===== src/rtl/check.sv =====
// Result checker: pops expected records and captured DUT outputs in lockstep,
// compares under a programmable bitmask, logs each mismatch as a 3-word
// record over an Avalon-MM write master and keeps saturating pass/fail totals.
module check #(
  parameter int unsigned ADDR_WIDTH = 20,
  parameter int unsigned DATA_WIDTH = 16,
  parameter int unsigned BE_WIDTH   = DATA_WIDTH / 8,
  parameter int unsigned STF_WIDTH  = 24,
  parameter int unsigned CHF_WIDTH  = STF_WIDTH + ADDR_WIDTH,
  parameter int unsigned SCC_WIDTH  = 5,
  parameter int unsigned SCD_WIDTH  = 24,
  parameter int unsigned CNT_WIDTH  = 16,
  parameter logic [ADDR_WIDTH-1:0] LOG_BASE  = 20'h80000,
  parameter logic [ADDR_WIDTH-1:0] LOG_LIMIT = 20'hFFFFD
) (
  input  logic                  clock,
  input  logic                  reset_n,
  input  logic                  enable,
  output logic                  done,
  input  logic [CHF_WIDTH-1:0]  cfifo_data,
  output logic                  cfifo_rdreq,
  input  logic                  cfifo_rdempty,
  input  logic [STF_WIDTH-1:0]  rfifo_data,
  output logic                  rfifo_rdreq,
  input  logic                  rfifo_rdempty,
  input  logic [SCC_WIDTH-1:0]  sc_cmd,
  input  logic [SCD_WIDTH-1:0]  sc_data,
  output logic                  sc_ready,
  output logic [ADDR_WIDTH-1:0] mem_address,
  output logic [BE_WIDTH-1:0]   mem_byteenable,
  output logic                  mem_write,
  output logic [DATA_WIDTH-1:0] mem_writedata,
  input  logic                  mem_waitrequest,
  output logic [CNT_WIDTH-1:0]  pass_count,
  output logic [CNT_WIDTH-1:0]  fail_count,
  output logic                  log_overflow
);

  localparam int unsigned PW = ADDR_WIDTH + 1;
  localparam logic [SCC_WIDTH-1:0] CMD_MASK = SCC_WIDTH'(1);

  typedef enum logic [2:0] {
    S_IDLE,
    S_FETCH,
    S_COMPARE,
    S_WR0,
    S_WR1,
    S_WR2
  } state_t;

  state_t r_state;
  state_t w_next;

  logic [STF_WIDTH-1:0]  r_mask;
  logic [STF_WIDTH-1:0]  r_expected;
  logic [STF_WIDTH-1:0]  r_actual;
  logic [ADDR_WIDTH-1:0] r_vec_addr;
  // One extra bit so the pointer cannot wrap past the top of memory and
  // re-pass the limit check after the last legal record.
  logic [PW-1:0]         r_log_ptr;
  logic [CNT_WIDTH-1:0]  r_pass_count;
  logic [CNT_WIDTH-1:0]  r_fail_count;
  logic                  r_log_overflow;
  logic                  r_mem_write;
  logic [ADDR_WIDTH-1:0] r_mem_address;
  logic [DATA_WIDTH-1:0] r_mem_writedata;

  logic                  w_start;
  logic                  w_fail;
  logic                  w_log_ok;
  logic                  w_accept;
  logic [ADDR_WIDTH-1:0] w_ptr0;
  logic [ADDR_WIDTH-1:0] w_ptr1;
  logic [ADDR_WIDTH-1:0] w_ptr2;

  // Pop/compare qualifiers and record addresses.
  always_comb begin
    w_start  = reset_n & (r_state == S_IDLE) & enable & ~cfifo_rdempty & ~rfifo_rdempty;
    w_fail   = |((r_actual ^ r_expected) & r_mask);
    w_log_ok = (r_log_ptr <= {1'b0, LOG_LIMIT});
    w_accept = ~mem_waitrequest;
    w_ptr0   = r_log_ptr[ADDR_WIDTH-1:0];
    w_ptr1   = w_ptr0 + ADDR_WIDTH'(1);
    w_ptr2   = w_ptr0 + ADDR_WIDTH'(2);
  end

  // State register.
  always_ff @(posedge clock or negedge reset_n) begin
    if (!reset_n) r_state <= S_IDLE;
    else          r_state <= w_next;
  end

  // Next-state logic.
  always_comb begin
    w_next = r_state;
    case (r_state)
      S_IDLE:    if (w_start) w_next = S_FETCH;
      S_FETCH:   w_next = S_COMPARE;
      S_COMPARE: w_next = (w_fail && w_log_ok) ? S_WR0 : S_IDLE;
      S_WR0:     if (w_accept) w_next = S_WR1;
      S_WR1:     if (w_accept) w_next = S_WR2;
      S_WR2:     if (w_accept) w_next = S_IDLE;
      default:   w_next = S_IDLE;
    endcase
  end

  // Datapath: mask load, operand capture, counters and failure-record writes.
  always_ff @(posedge clock or negedge reset_n) begin
    if (!reset_n) begin
      r_mask          <= '1;
      r_expected      <= '0;
      r_actual        <= '0;
      r_vec_addr      <= '0;
      r_log_ptr       <= {1'b0, LOG_BASE};
      r_pass_count    <= '0;
      r_fail_count    <= '0;
      r_log_overflow  <= 1'b0;
      r_mem_write     <= 1'b0;
      r_mem_address   <= '0;
      r_mem_writedata <= '0;
    end else begin
      if (sc_cmd == CMD_MASK) r_mask <= sc_data[STF_WIDTH-1:0];
      case (r_state)
        S_FETCH: begin
          r_expected <= cfifo_data[CHF_WIDTH-1 -: STF_WIDTH];
          r_vec_addr <= cfifo_data[ADDR_WIDTH-1:0];
          r_actual   <= rfifo_data;
        end
        S_COMPARE: begin
          if (!w_fail) begin
            if (r_pass_count != '1) r_pass_count <= r_pass_count + CNT_WIDTH'(1);
          end else begin
            if (r_fail_count != '1) r_fail_count <= r_fail_count + CNT_WIDTH'(1);
            if (w_log_ok) begin
              r_mem_write     <= 1'b1;
              r_mem_address   <= w_ptr0;
              r_mem_writedata <= r_vec_addr[15:0];
            end else begin
              r_log_overflow  <= 1'b1;
            end
          end
        end
        S_WR0: if (w_accept) begin
          r_mem_address   <= w_ptr1;
          r_mem_writedata <= {r_vec_addr[19:16], 4'h0, r_actual[23:16]};
        end
        S_WR1: if (w_accept) begin
          r_mem_address   <= w_ptr2;
          r_mem_writedata <= r_actual[15:0];
        end
        S_WR2: if (w_accept) begin
          r_mem_write <= 1'b0;
          r_log_ptr   <= r_log_ptr + PW'(3);
        end
        default: ;
      endcase
    end
  end

  assign cfifo_rdreq    = w_start;
  assign rfifo_rdreq    = w_start;
  assign sc_ready       = (r_state == S_IDLE);
  assign done           = (r_state == S_IDLE) & cfifo_rdempty;
  assign mem_address    = r_mem_address;
  assign mem_byteenable = '1;
  assign mem_write      = r_mem_write;
  assign mem_writedata  = r_mem_writedata;
  assign pass_count     = r_pass_count;
  assign fail_count     = r_fail_count;
  assign log_overflow   = r_log_overflow;

endmodule


===== config.mk =====
export PLATFORM = sky130hd
export DESIGN_NAME = check
export DESIGN_NICKNAME = d
export VERILOG_FILES = /design/src/rtl/check.sv
export SDC_FILE = /design/constraint.sdc
export NUM_CORES = 1
export LEC_CHECK = 0
export CAP_MARGIN = 5
export CORE_ASPECT_RATIO = 1.2
export CORE_MARGIN = 1.5
export CORE_UTILIZATION = 35
export CTS_BUF_LIST = sky130_fd_sc_hd__clkbuf_16
export CTS_CLUSTER_DIAMETER = 200
export CTS_CLUSTER_SIZE = 40
export DETAILED_ROUTE_END_ITERATION = 16
export GPL_TIMING_DRIVEN = 0
export PLACE_DENSITY_LB_ADDON = 0.25
export SKIP_LAST_GASP = 1
export SLEW_MARGIN = 20
export SYNTH_ARGS = -nofsm -noshare
export SYNTH_HDL_FRONTEND = slang
export SYNTH_SLANG_ARGS = --single-unit

===== constraint.sdc =====
create_clock -name clock -period 2.5 [get_ports clock]
set_clock_uncertainty 0.2 [all_clocks]
set_input_delay 0.75 -clock clock [delete_from_list [all_inputs] [get_ports clock]]
set_output_delay 0.75 -clock clock [all_outputs]
set_load 0.03 [all_outputs]

==> impl_results.md, run 1 <==
- Critical path data arrival time: 2.85 ns
- Detailed Route Iter0 Violations: 355
- Clk_lat worst skew: 0.43 ns
- Clock transition at path regs: 0.08 ns
- Synth top cells by count: dfrtp_1, mux2_2, nand2_1, xor2_1, xnor2_1
- Outcome: finished with violations
- Fillers: 2123
- Antenna cells: 0
- Site Rows: 62
- Failing checks: setup timing
- Power Density: 1090 mW/mm^2
- Crit. End Element: register
- Total power: 13300 uW
- Cell Area, Synth: 0.00866 mm^2
- Routed wire length: 21.9 mm
- Post-DR vias/cell: 4.80
- Largest net degree at the start of global routing: 72
- Combinational power share: 43.4%
- Via count: 5999
- Fin crit share: 109%
- Crit path to: mem_address[5]
- Register area: 0.00469 mm^2
- Critical Path Source: r_actual[0]
- Final setup violation count: 47
- Vias in the first global route: 6311
- Yosys reg bits: 186
- # port buffers: 176
- Switching share of power: 36.5%
- Setup Crit Path Kind: reg2reg
- Chip height: 175 um
- Initial DRT Pass Iterations: 4
- Clock Tree Buf Depth: 2
- Nets: 1026
- Required @ worst endpoint: 2.62 ns
- Clock network fraction of design power: 20.4%
- Layout cells sized above 1: 31.8%
- First-pass GRT wire length: 35.4 mm
- Slew margin rel.: 52.0%
- Post-synth ARST share: 100%
- Post-synth EDFFs: 0
- Hold Vio Cnt, Final: 0
- Initial antenna violation count: 2
- Grt total ovfl: 0
- Register-to-Register Setup Slack: -0.23 ns
- Initial Utilization: 35.9%
- Worst-Margin Slew: 0.719 ns
- Tightest Hold Check Type: in2async
- Dpl ws: -1.42 ns
- All-Layer GR Usage: 17.9%
- Sequential share of power: 36.2%
- Per-cell routed wire length: 17.5 um
- Die Span X: 147 um
- Yosys top cell by area: dfrtp_1
- Root Buffer: clkbuf_16
- Switching power: 4850 uW
- Syn_area_per_cell: 12.6 um^2
- Synthesis-to-layout area growth: 40.2%
- Final Util: 50.4%
- Reg2reg end: mem_address[5]
- DRC: 0
- Seq/Total Area, Yosys: 54.1%
- Synth unique cells: 56
- TritonCTS Buffers: 17
- Total core area: 0.0241 mm^2
- Top-area cell type share of the netlist area: 46.5%
- Die area: 0.0257 mm^2
- Most instantiated library cell after synthesis: dfrtp_1
- Top cells by area, synth: dfrtp_1, mux2_2, dfstp_2
- RSZ-0062 raised after global routing: yes
- Primary FF master, synth: dfrtp_1
- Multi-input gate area: 0.00404 mm^2
- Tmin final: 2.73 ns
- DRT antenna net count: 0
- Pins over their slew limit: 0
- Gpl congestion: 0.783
- Reg2reg path depth: 9
- LEAKAGE: 0.00560 uW
- Critical path startpoint category: register
- Internal Power: 8420 uW
- Peak VDD IR: 532 uV
- IO Pins: 179
- CTS tree: built
- Clock Sinks: 186
- Final worst slack: -0.228 ns
- H-tree levels: 4
- HPWL Detailed: 15.7 mm
- Max-Cap Viols: 0
- Maximum clock frequency: 0.367 GHz
- Crit-path max FO: 10
- Synth Warn #: 0
- Synth Instances: 689
- RR Startpoint: r_actual[0]
-- stage by stage --
stage	area, um^2	cells	setup TNS (ns)	hold WS (ns)
finish	12100	1249	-7.77	0.0414
global route	12100	1249	-12.23	0.0205
CTS	11900	1237	-13.99	0.0241
detailed placement	10900	1188	-71.37	0.282
global placement	10900	1186	-1463.53	0.284
floorplan	8700	690	-0.0912	0.254
-- cell type report --
cell class | count | share of cell area, %
Timing Repair Buffer | 210 | 18.0
Clock buffer | 17 | 3.50
Clock inverter | 15 | 1.42
Buffer | 28 | 1.70
Tap cell | 320 | 3.30
Sequential cell | 186 | 38.6
Inverter | 8 | 0.247
Multi-Input combinational cell | 465 | 33.2
-- per-layer routing --
metal	track usage [%]	up-vias	wire (um)
met5	0	-	12
met4	4.42	2	233
met3	5.30	16	1310
met2	30.1	149	11000
met1	22.4	2960	9310
li1	-	2872	-
-- worst min-delay path by stage --
stage	to	slack (ns)	cells past startpoint	from
finish	r_actual[23]	0.04	1	reset_n
global route	r_actual[23]	0.02	1	reset_n
CTS	r_actual[23]	0.02	1	reset_n
detailed placement	pass_count[5]	0.28	1	pass_count[5]
global placement	pass_count[5]	0.28	1	pass_count[5]
floorplan	fail_count[0]	0.25	0	reset_n
-- cells in the final DEF, fill, tap and decap left out, types with 4 or more instances in the layout --
master / count
clkbuf_16: 17
buf_6: 4
nor3_1: 12
dlymetal6s2s_1: 18
mux2_2: 100
a22o_1: 4
buf_12: 4
buf_2: 7
ha_1: 7
clkbuf_2: 5
xnor2_1: 37
dfrtp_1: 159
nand3_1: 21
and3_1: 6
dfstp_2: 25
nand2b_1: 4
clkinv_8: 5
mux2_4: 30
bufbuf_16: 4
clkbuf_1: 7
inv_6: 5
inv_1: 8
clkdlybuf4s50_1: 132
a22oi_1: 19
buf_4: 33
a22oi_2: 6
nand4_1: 16
nor2_1: 23
nor2_4: 4
nand2_1: 61
dlygate4sd2_1: 18
xor2_1: 50
-- cell families (layout without fill, tap and decap cells) --
logic type      after synthesis  after routing  share of synthesized area, %
compound gates               47             47                          4.23
xor+xnor                     90             90                          9.10
fa+ha+maj                     7              7                          1.01
buf+inv                      39            278                          2.22
flops                       186            186                          54.1
mux                         131            131                          18.3
other cells                   1              2                        0.0433
simple gates                188            188                          11.0
-- power by group through the flow --
| stage | Sequential (uW) | Combinational [uW] | Clock, uW |
|---|---|---|---|
| floorplan | 5070 | 3180 | 0 |
| global placement | 4830 | 5070 | 0 |
| detailed placement | 4860 | 5140 | 0 |
| CTS | 4810 | 5610 | 2780 |
| global route | 4940 | 6240 | 2910 |
| finish | 4800 | 5760 | 2710 |
-- flip-flops by register name, summed over array words and instances, names as in the netlist, 20 cells and up --
signal / count
mem_address: 20
r_mask: 24
r_log_ptr: 21
r_vec_addr: 20
r_actual: 24
r_expected: 24
-- repair_timing --
action,CTS,global route
resized for setup,98,49
gates cloned,4,0
buffers inserted,14,15
hold buffers,0,0
endpoints found under the setup margin,144,144
pin swaps,11,13
-- critical path, cell delays in order, from the launching register on --
cell and delay, ns:
dfrtp_1 0.41, xor2_1 0.17, a22oi_2 0.25, nand4_1 0.23
or3_4 0.43, nor3_4 0.24, a211oi_4 0.08, buf_12 0.15
buf_12 0.14, mux2_4 0.30
(Power assumes the default switching activity.)
==> inputs of run 2 (changes only) <==
--- a/config.mk
+++ b/config.mk
@@ -6,9 +6,11 @@
 export NUM_CORES = 1
 export LEC_CHECK = 0
 export CAP_MARGIN = 5
-export CORE_ASPECT_RATIO = 1.2
+export CELL_PAD_IN_SITES_DETAIL_PLACEMENT = 2
+export CELL_PAD_IN_SITES_GLOBAL_PLACEMENT = 2
+export CORE_ASPECT_RATIO = 1.75
 export CORE_MARGIN = 1.5
-export CORE_UTILIZATION = 35
+export CORE_UTILIZATION = 31
 export CTS_BUF_LIST = sky130_fd_sc_hd__clkbuf_16
 export CTS_CLUSTER_DIAMETER = 200
 export CTS_CLUSTER_SIZE = 40
==> constraint.sdc (replaced) <==
create_clock -name clock -period 2.5 [get_ports clock]
set_clock_uncertainty 0.2 [all_clocks]
set_input_delay 0.5 -clock clock [delete_from_list [all_inputs] [get_ports clock]]
set_output_delay 0.5 -clock clock [all_outputs]
set_load 0.03 [all_outputs]
==> impl_results.md, run 2 (same netlist as run 1, synthesis figures left out) <==
- Routed wire length: 26.9 mm (+23%)
- Site Rows: 80 (+29%)
- DRT antenna net count: 0 (unchanged)
- Reg2reg end: mem_address[11]
- Largest net degree at the start of global routing: 74 (+2.8%)
- Via count: 6255 (+4.3%)
- Initial Utilization: 31.7% (-4.2 points)
- Tmin final: 2.82 ns (+0.0957 ns)
- Layout cells sized above 1: 31.6% (-0.17 points)
- Clock Sinks: 186 (unchanged)
- Synthesis-to-layout area growth: 41.0%
- Fin crit share: 113% (+3.8 points)
- WHS: 0.288 ns (+0.247 ns)
- HPWL Detailed: 19.7 mm (+25%)
- Gpl congestion: 0.752 (-3.9%)
- Outcome: finished with violations
- Failing checks: setup timing
- IO Pins: 179 (unchanged)
- Required @ worst endpoint: 2.65 ns (+0.03 ns)
- Buf/Inv on CP: 3 (+1)
- Root Buffer: clkbuf_16
- Crit-path max FO: 5 (-5)
- Commonest non-fill, non-tap cell in the layout: clkdlybuf4s50_1
- Clock Tree Buf Depth: 2 (unchanged)
- Critical path data arrival time: 2.97 ns (+0.12 ns)
- Reg2reg path depth: 10 (+1)
- Chip height: 224 um (+28%)
- All-Layer GR Usage: 19.4% (+1.6 points)
- CTS tree: built
- Final setup violation count: 64 (+36%)
- Setup Crit Path Kind: reg2reg
- Post-DR vias/cell: 4.79 (-0.28%)
- Biggest regs: r_actual: 24 flops, r_expected: 24 flops, r_mask: 24 flops
- Die Span X: 129 um (-12%)
- Pins over their slew limit: 0 (unchanged)
- Crit path to: mem_address[11]
- Per-cell routed wire length: 20.6 um (+17%)
- Peak VDD IR: 630 uV (+18%)
- First-pass GRT wire length: 41.1 mm (+16%)
- Worst-Margin Slew: 0.774 ns (+0.0542 ns)
- Slew margin rel.: 48.4% (-3.6 points)
- Detailed Route Iter0 Violations: 142 (-60%)
- Top delay family on crit path: simple AND/OR/NAND/NOR gates
- Power Density: 1130 mW/mm^2 (+3.1%)
- Critical path startpoint category: register
- Clock transition at path regs: 0.06 ns (-0.02 ns)
- H-tree levels: 4 (unchanged)
- Dpl ws: -1.04 ns (+0.378 ns)
- Critical-path cell list: xor2_2, a22oi_2, nand4_1, buf_6, or3_4, nor3_4, a211oi_4, buf_6, clkbuf_16, mux2_4
- Initial DRT Pass Iterations: 4 (unchanged)
- Maximum clock frequency: 0.354 GHz (-3.4%)
- Register-to-Register Setup Slack: -0.32 ns (-0.10 ns)
- DRC: 0 (unchanged)
- Post-Layout Inst Area: 0.0122 mm^2 (+0.53%)
- LEAKAGE: 0.00527 uW (-5.9%)
- RSZ-0062 raised after global routing: yes
- # port buffers: 176 (unchanged)
- Hold Vio Cnt, Final: 0 (unchanged)
- Vias in the first global route: 7042 (+12%)
- Critical Path Source: r_expected[8]
- Fin Setup TNS: -13.96 ns (-6.19 ns)
- Total core area: 0.0273 mm^2 (+13%)
- Tightest Hold Check Type: reg2reg
- Inst Count DP: 1238 (+4.2%)
- Crit. End Element: register
- Most frequent CP cell: buf_6
- Die area: 0.0290 mm^2 (+13%)
- Layout Cells excl Fill: 1306 (+4.6%)
- RR Startpoint: r_expected[8]
- Clk_lat worst skew: 0.47 ns (+0.04 ns)
- Initial antenna violation count: 4 (+2)
- Grt total ovfl: 0 (unchanged)
- Placed Area: 0.0110 mm^2 (+0.37%)
- Number of cells on the critical path: 10 (+1)
- Min-delay src: pass_count[5]
- Nets: 1031 (+0.49%)
- Fillers: 2767 (+30%)
- TritonCTS Buffers: 17 (unchanged)
- Most frequent cells in the layout: clkdlybuf4s50_1, dfrtp_1, mux2_2, nand2_1, xor2_1
- Max stage delay on crit path: 0.41 ns (-0.02 ns)
- Critical path's slowest cell: dfrtp_1
- Max-Cap Viols: 0 (unchanged)
- Final worst slack: -0.324 ns (-0.0957 ns)
[run 2: changes by cell type in the layout (fill, tap and decap cells not counted), sizes merged, moves of 4 or more]
cell           previous run  this run
bufbuf                    4         0
dlymetal6s2s             18         0
clkdlybuf4s50           132       168
clkbuf                   31        36
dlygate4sd2              18         3
inv                      16        11
[run 2: metal layers]
layer / wire, um / part of all wire (%) / vias up / GRT usage, %
met4: 821 / 3.1 / 2 / 8.16
met1: 9050 / 34 / 3214 / 19.1
met3: 998 / 3.7 / 44 / 4.51
li1: - / - / 2870 / -
met2: 16000 / 59 / 125 / 37.6
met5: 12 / 0.045 / - / 0
[run 2: through the flow]
step / utilization (%) / total power, uW
6_report: 44.7 / 13800
3_3_place_gp: 39.9 / 10000
5_1_grt: 44.7 / 14500
3_5_place_dp: 40.1 / 10200
4_1_cts: 43.3 / 13200
2_1_floorplan: - / 8220
[run 2: power by group]
part / switching [uW] / internal, uW / total [uW]
clock network: 1230 / 1250 / 2470
logic: 3060 / 3370 / 6430
registers: 809 / 4040 / 4850
total: 5090 / 8660 / 13800
[run 2: layout make-up]
| cell class | count | area (um^2) | share of cell area (%) |
|---|---|---|---|
| Sequential cell | 186 | 4690 | 38.4 |
| Inverter | 8 | 30.0 | 0.246 |
| Buffer | 28 | 206 | 1.69 |
| Tap cell | 369 | 462 | 3.78 |
| Timing Repair Buffer | 215 | 2220 | 18.2 |
| Clock buffer | 17 | 425 | 3.48 |
| Clock inverter | 15 | 85.1 | 0.697 |
| Multi-Input combinational cell | 465 | 4090 | 33.5 |
| Antenna cell | 3 | 7.51 | 0.0615 |
[run 2: timing repair]
item,4_1_cts,5_1_grt
gates cloned,0,3
resized for setup,71,51
pin swaps,13,14
endpoints found under the hold margin,49,0
hold buffers,2,0
setup buffers,15,18
endpoints found under the setup margin,136,123
[run 2: worst min-delay path by stage]
stage,end,cells past startpoint
after floorplan,fail_count[0],0
after global placement,pass_count[10],1
after detailed placement,fail_count[7],1
after CTS,pass_count[10],1
after global routing,r_log_ptr[20],1
final,pass_count[5],1
